`config.mk`:
```
export PLATFORM = sky130hd
export DESIGN_NAME = counter_monitor
export DESIGN_NICKNAME = d
export VERILOG_FILES = /design/src/rtl/counter_monitor.sv
export SDC_FILE = /design/constraint.sdc
export NUM_CORES = 1
export LEC_CHECK = 0
export CAP_MARGIN = 15
export CORE_ASPECT_RATIO = 1.75
export CORE_MARGIN = 1
export CORE_UTILIZATION = 50
export CTS_BUF_LIST = sky130_fd_sc_hd__clkbuf_8
export DETAILED_ROUTE_END_ITERATION = 12
export DONT_BUFFER_PORTS = 1
export PLACE_DENSITY = 0.64
export SLEW_MARGIN = 20
export SYNTH_ARGS = -nofsm -noshare
export SYNTH_HDL_FRONTEND = slang
export SYNTH_SLANG_ARGS = --single-unit
```
`constraint.sdc`:
```
create_clock -name clk -period 2.6 [get_ports clk]
set_clock_uncertainty 0.15 [all_clocks]
set_input_delay 0.52 -clock clk [delete_from_list [all_inputs] [get_ports clk]]
set_output_delay 0.52 -clock clk [all_outputs]
set_load 0.01 [all_outputs]
```
`src/rtl/counter_monitor.sv`:
```
// Cycle-accurate checker for an up/down loadable counter: predicts the next
// count from the observed stimulus and flags count or flag mismatches.
module counter_monitor #(
    parameter int WIDTH       = 4,
    parameter bit STOP_ON_ERR = 1'b0
) (
    input  logic             clk,
    input  logic             rst,
    input  logic             mon_en,
    input  logic             clr,
    input  logic             dut_rst_n,
    input  logic             load_n,
    input  logic             ce,
    input  logic             up_down,
    input  logic [WIDTH-1:0] data_load,
    input  logic [WIDTH-1:0] count_out,
    input  logic             max_count,
    input  logic             zero,
    output logic             err,
    output logic             err_pulse,
    output logic [15:0]      err_count,
    output logic [15:0]      chk_count,
    output logic [WIDTH-1:0] first_exp,
    output logic [WIDTH-1:0] first_act,
    output logic [1:0]       first_type,
    output logic [15:0]      first_cyc,
    output logic [1:0]       state
);

    typedef enum logic [1:0] {
        IDLE  = 2'd0,
        SYNC  = 2'd1,
        CHECK = 2'd2,
        HALT  = 2'd3
    } state_t;

    state_t           state_reg, state_next;
    logic [WIDTH-1:0] exp_reg, exp_next;
    logic [WIDTH-1:0] base, model_next;
    logic [15:0]      cyc_reg;
    logic             err_reg, err_pulse_reg;
    logic [WIDTH-1:0] first_exp_reg, first_act_reg;
    logic [1:0]       first_type_reg;
    logic [15:0]      first_cyc_reg;

    logic compare, cnt_mismatch, flag_mismatch, mismatch, record;
    logic [1:0] sat_inc;

    // A cycle is compared only when the observed counter is out of reset.
    assign compare       = mon_en && (state_reg == CHECK) && dut_rst_n;
    assign cnt_mismatch  = compare && (count_out != exp_reg);
    assign flag_mismatch = compare && ((max_count != (&count_out)) || (zero != ~|count_out));
    assign mismatch      = cnt_mismatch || flag_mismatch;
    // clr takes precedence: a mismatch in the clearing cycle is discarded.
    assign record        = mismatch && !clr;

    // SYNC seeds the prediction from the live counter; CHECK runs free on exp.
    always_comb begin
        base = (state_reg == SYNC) ? count_out : exp_reg;
        if (!dut_rst_n) begin
            model_next = '0;
        end else if (!load_n) begin
            model_next = data_load;
        end else if (ce && up_down) begin
            model_next = base + WIDTH'(1);
        end else if (ce) begin
            model_next = base - WIDTH'(1);
        end else begin
            model_next = base;
        end
    end

    always_comb begin
        exp_next = exp_reg;
        if ((state_reg == SYNC) || (state_reg == CHECK)) begin
            exp_next = model_next;
        end
    end

    always_comb begin
        state_next = state_reg;
        case (state_reg)
            IDLE:  state_next = SYNC;
            SYNC:  state_next = CHECK;
            CHECK: if (STOP_ON_ERR && record) state_next = HALT;
            HALT:  if (clr) state_next = IDLE;
            default: state_next = IDLE;
        endcase
        if (!mon_en) begin
            state_next = IDLE;
        end
    end

    always_ff @(posedge clk) begin
        if (rst) begin
            state_reg <= IDLE;
            exp_reg   <= '0;
            cyc_reg   <= '0;
        end else begin
            state_reg <= state_next;
            exp_reg   <= exp_next;
            cyc_reg   <= cyc_reg + 16'd1;
        end
    end

    always_ff @(posedge clk) begin
        if (rst) begin
            err_reg        <= 1'b0;
            err_pulse_reg  <= 1'b0;
            first_exp_reg  <= '0;
            first_act_reg  <= '0;
            first_type_reg <= '0;
            first_cyc_reg  <= '0;
        end else begin
            err_pulse_reg <= record;
            if (clr) begin
                err_reg        <= 1'b0;
                first_exp_reg  <= '0;
                first_act_reg  <= '0;
                first_type_reg <= '0;
                first_cyc_reg  <= '0;
            end else if (record) begin
                err_reg <= 1'b1;
                if (!err_reg) begin
                    first_exp_reg  <= exp_reg;
                    first_act_reg  <= count_out;
                    first_type_reg <= {flag_mismatch, cnt_mismatch};
                    first_cyc_reg  <= cyc_reg;
                end
            end
        end
    end

    // Saturating event counters: index 0 counts compares, index 1 errors.
    assign sat_inc = {record, compare && !clr};

    generate
        for (genvar gi = 0; gi < 2; gi++) begin : g_sat
            logic [15:0] cnt_reg;
            always_ff @(posedge clk) begin
                if (rst || clr) begin
                    cnt_reg <= '0;
                end else if (sat_inc[gi] && (cnt_reg != 16'hFFFF)) begin
                    cnt_reg <= cnt_reg + 16'd1;
                end
            end
        end
    endgenerate

    assign chk_count  = g_sat[0].cnt_reg;
    assign err_count  = g_sat[1].cnt_reg;
    assign err        = err_reg;
    assign err_pulse  = err_pulse_reg;
    assign first_exp  = first_exp_reg;
    assign first_act  = first_act_reg;
    assign first_type = first_type_reg;
    assign first_cyc  = first_cyc_reg;
    assign state      = state_reg;

endmodule
```
==> results.sh <==
export IMPL_area_growth_pct=9.16
export IMPL_synth_async_sr_flop_share_pct=0
export IMPL_grt_pass1_wl_um=15000
export IMPL_via_count=3398
export IMPL_cts_sinks=82
export IMPL_cts_buffer_depth=2
export IMPL_core_area_um2=7510
export IMPL_drv_slew=0
export IMPL_startpoint_type="flop"
export IMPL_vias_per_cell=6.19
export IMPL_initialDrtViolationCount=140
export IMPL_first_global_vias=3327
export IMPL_cp_num_cells=9
export IMPL_cp_max_fo=6
export IMPL_slew_headroom_pct=64.3
export IMPL_critPathTopFamily="adder cells"
export IMPL_pin_count=80
export IMPL_yosysTopAreaCell="dfxtp_1"
export IMPL_cpMaxStageDelayCell="dfxtp_1"
export IMPL_critPathRequiredTime_ns=2.70
export IMPL_yosysWarnings=0
export IMPL_whs_path_depth=1
export IMPL_fp_dieArea_um2=8100
export IMPL_m1WireLength_um=3470
export IMPL_worst_path_most_repeated_cell="ha_1"
export IMPL_grt_max_degree=37
export IMPL_cts_root_buf="clkbuf_8"
export IMPL_final_layout_size_suffix_gt1_share_pct=7.59
export IMPL_postCtsSetupBuffers=0
export IMPL_port_buffers=0
export IMPL_gp_congestion=0.873
export IMPL_syn_area_per_cell_um2=8.46
export IMPL_routed_wl_um=9170
export IMPL_start_util_pct=51.4
export IMPL_cts_made_buffers=9
export IMPL_critPathArrivalTime_ns=2.55
export IMPL_top_layer_used="met4"
export IMPL_cts_htree_levels=3
export IMPL_n_antenna_cell=0
export IMPL_drt_first_pass_iters=4
export IMPL_tns_ns=0
export IMPL_dpl_instance_area_um2=4000
export IMPL_postSynthNetCount=484
export IMPL_p_leak_nw=1.40
export IMPL_period_share_pct=94.3
export IMPL_fillers=728
export IMPL_crit_type="flop to flop"
export IMPL_dp_hpwl_um=6580
export IMPL_tritoncts="built"
export IMPL_drv_cap=0
export IMPL_clk_pin_slew_ns=0.08
export IMPL_syn_area_um2=3870
export IMPL_antenna_found_initial=0
export IMPL_seq_area_frac_synth_pct=42.5
export IMPL_routedWlPerCell_um=16.7
export IMPL_synth_top_cell_area_share_pct=42.5
export IMPL_dominantRegCellSynth="dfxtp_1"
export IMPL_synth_edff_count=0
export IMPL_timing_rr_start="state[0]"
export IMPL_grt_setup_unrepaired="no"
export IMPL_synthDistinctLibCells=43
export IMPL_setup_violations=0
export IMPL_die_w_um=68.5
export IMPL_reg2reg_to="exp_reg[2]"
export IMPL_final_area_um2=4220
export IMPL_cp_startpoint="state[0]"
export IMPL_timing_fmax_mhz=408
export IMPL_tightest_slew_ns=0.534
export IMPL_power_density_nw_per_um2=568
export IMPL_grt_use_total_pct=24.0
export IMPL_r2r_cells=9
export IMPL_end_kind="flop"
export IMPL_wl_met3_um=550
export IMPL_slowest_delay_ns=0.46
export IMPL_final_nets=483
export IMPL_outcome="finished, final reports clean"
export IMPL_cp_endpoint="exp_reg[2]"
export IMPL_netlist_top_cells_area="dfxtp_1 (42%), a21oi_1 (5.8%), nand3_1 (5.2%), nor2_1 (4.1%), xor2_1 (4.1%)"
export IMPL_yosysMostFrequentCell="dfxtp_1"
export IMPL_overflow=0
export IMPL_final_util_pct=56.2
export IMPL_ff2ff_setup_slack_ns=0.15
export IMPL_crit_chain="ha_1, mux2_2, inv_1, ha_1, mux2i_1, or3_1, a31oi_1, nand2b_1, a21oi_1"
export IMPL_remaining_drc_errors=0
export IMPL_ir_worst_vdd_v=0.000353
export IMPL_synthTopCellsByCount="dfxtp_1 (82), a21oi_1 (45), nor2_1 (42)"
export IMPL_post_cts_resized=0
export IMPL_clock_latency_ns=0.36
export IMPL_finalPower_mw=2.40
export IMPL_cts_hold_fix_buffers=0
export IMPL_fin_hold_ws_ns=0.0814
export IMPL_die_h_um=118
export IMPL_crit_buf_inv=1
export IMPL_rows=42
export IMPL_synth_seq_cells=82
export IMPL_finalHoldViolations=0
export IMPL_synthCells=457
export IMPL_hold_path_class="primary input to flop"
export IMPL_ant_nets=0
export IMPL_period_minus_slack_ns=2.45
export IMPL_wl_met2_um=5010
## how the worst min path moves through the flow
stage	start	endpoint	slack (ns)
2_1_floorplan	cyc_reg[0]	cyc_reg[0]	0.28
3_3_place_gp	cyc_reg[0]	cyc_reg[0]	0.30
3_5_place_dp	cyc_reg[0]	cyc_reg[0]	0.30
4_1_cts	rst	cyc_reg[6]	0.06
5_1_grt	rst	cyc_reg[6]	0.05
6_report	rst	exp_reg[1]	0.08
## kinds of logic (layout without fill, tap and decap cells)
family	Yosys count	after routing	share of synthesized area (%)
XOR/XNOR	28	28	6.34
AO/OA/AOI/OAI	116	116	17.6
flip-flops	82	82	42.5
adder cells (fa/ha/maj)	9	9	2.91
multiplexers	12	12	3.17
AND/OR/NAND/NOR	178	178	24.2
buffers and inverters	32	36	3.27
## metrics by stage
step                setup slack (ns)  std cells
finish                         0.147        549
global route                 0.00485        549
CTS                            0.141        549
detailed placement             0.153        533
global placement               0.252        533
floorplan                      0.224        457
## per-layer routing
layer / up-vias / GRT usage (%)
met5: - / 0
met4: 0 / 8.59
met3: 15 / 6.95
met2: 70 / 43.4
met1: 1640 / 24.5
li1: 1673 / -
## final cells by class
cell class,count,area [um2],area share (%)
clock inverters,6,81.3,1.93
flip-flops and latches,82,1640,38.9
well taps,88,110,2.61
repair buffers,13,110,2.61
multi-input cells,343,2110,50.1
clock buffers,10,138,3.26
inverters,7,26.3,0.623
## report_power, final
group / internal (mW) / switching [mW] / leakage [nW]
registers: 1.26 / 0.0109 / 0.661
logic: 0.0448 / 0.0598 / 0.624
clock network: 0.561 / 0.458 / 0.113
total: 1.87 / 0.529 / 1.40
## cells in the final DEF, fill, tap and decap left out, types with 3 or more instances in the layout
cell / count
a41o_1: 3
xnor2_1: 10
and4_1: 7
clkbuf_8: 10
nand2b_1: 3
or4_1: 8
nand3_1: 40
mux2i_1: 10
and3_1: 7
nor3_1: 10
a21oi_1: 45
o21a_1: 4
or3_1: 9
nand4_1: 14
xor2_1: 18
a31oi_1: 6
o31ai_1: 9
nand2_1: 20
nor2_1: 42
ha_1: 9
dfxtp_1: 82
inv_1: 8
buf_4: 12
and2_1: 3
nor2b_1: 5
o21ai_1: 4
o21ai_0: 31
Power figures use the tool's default switching activity.
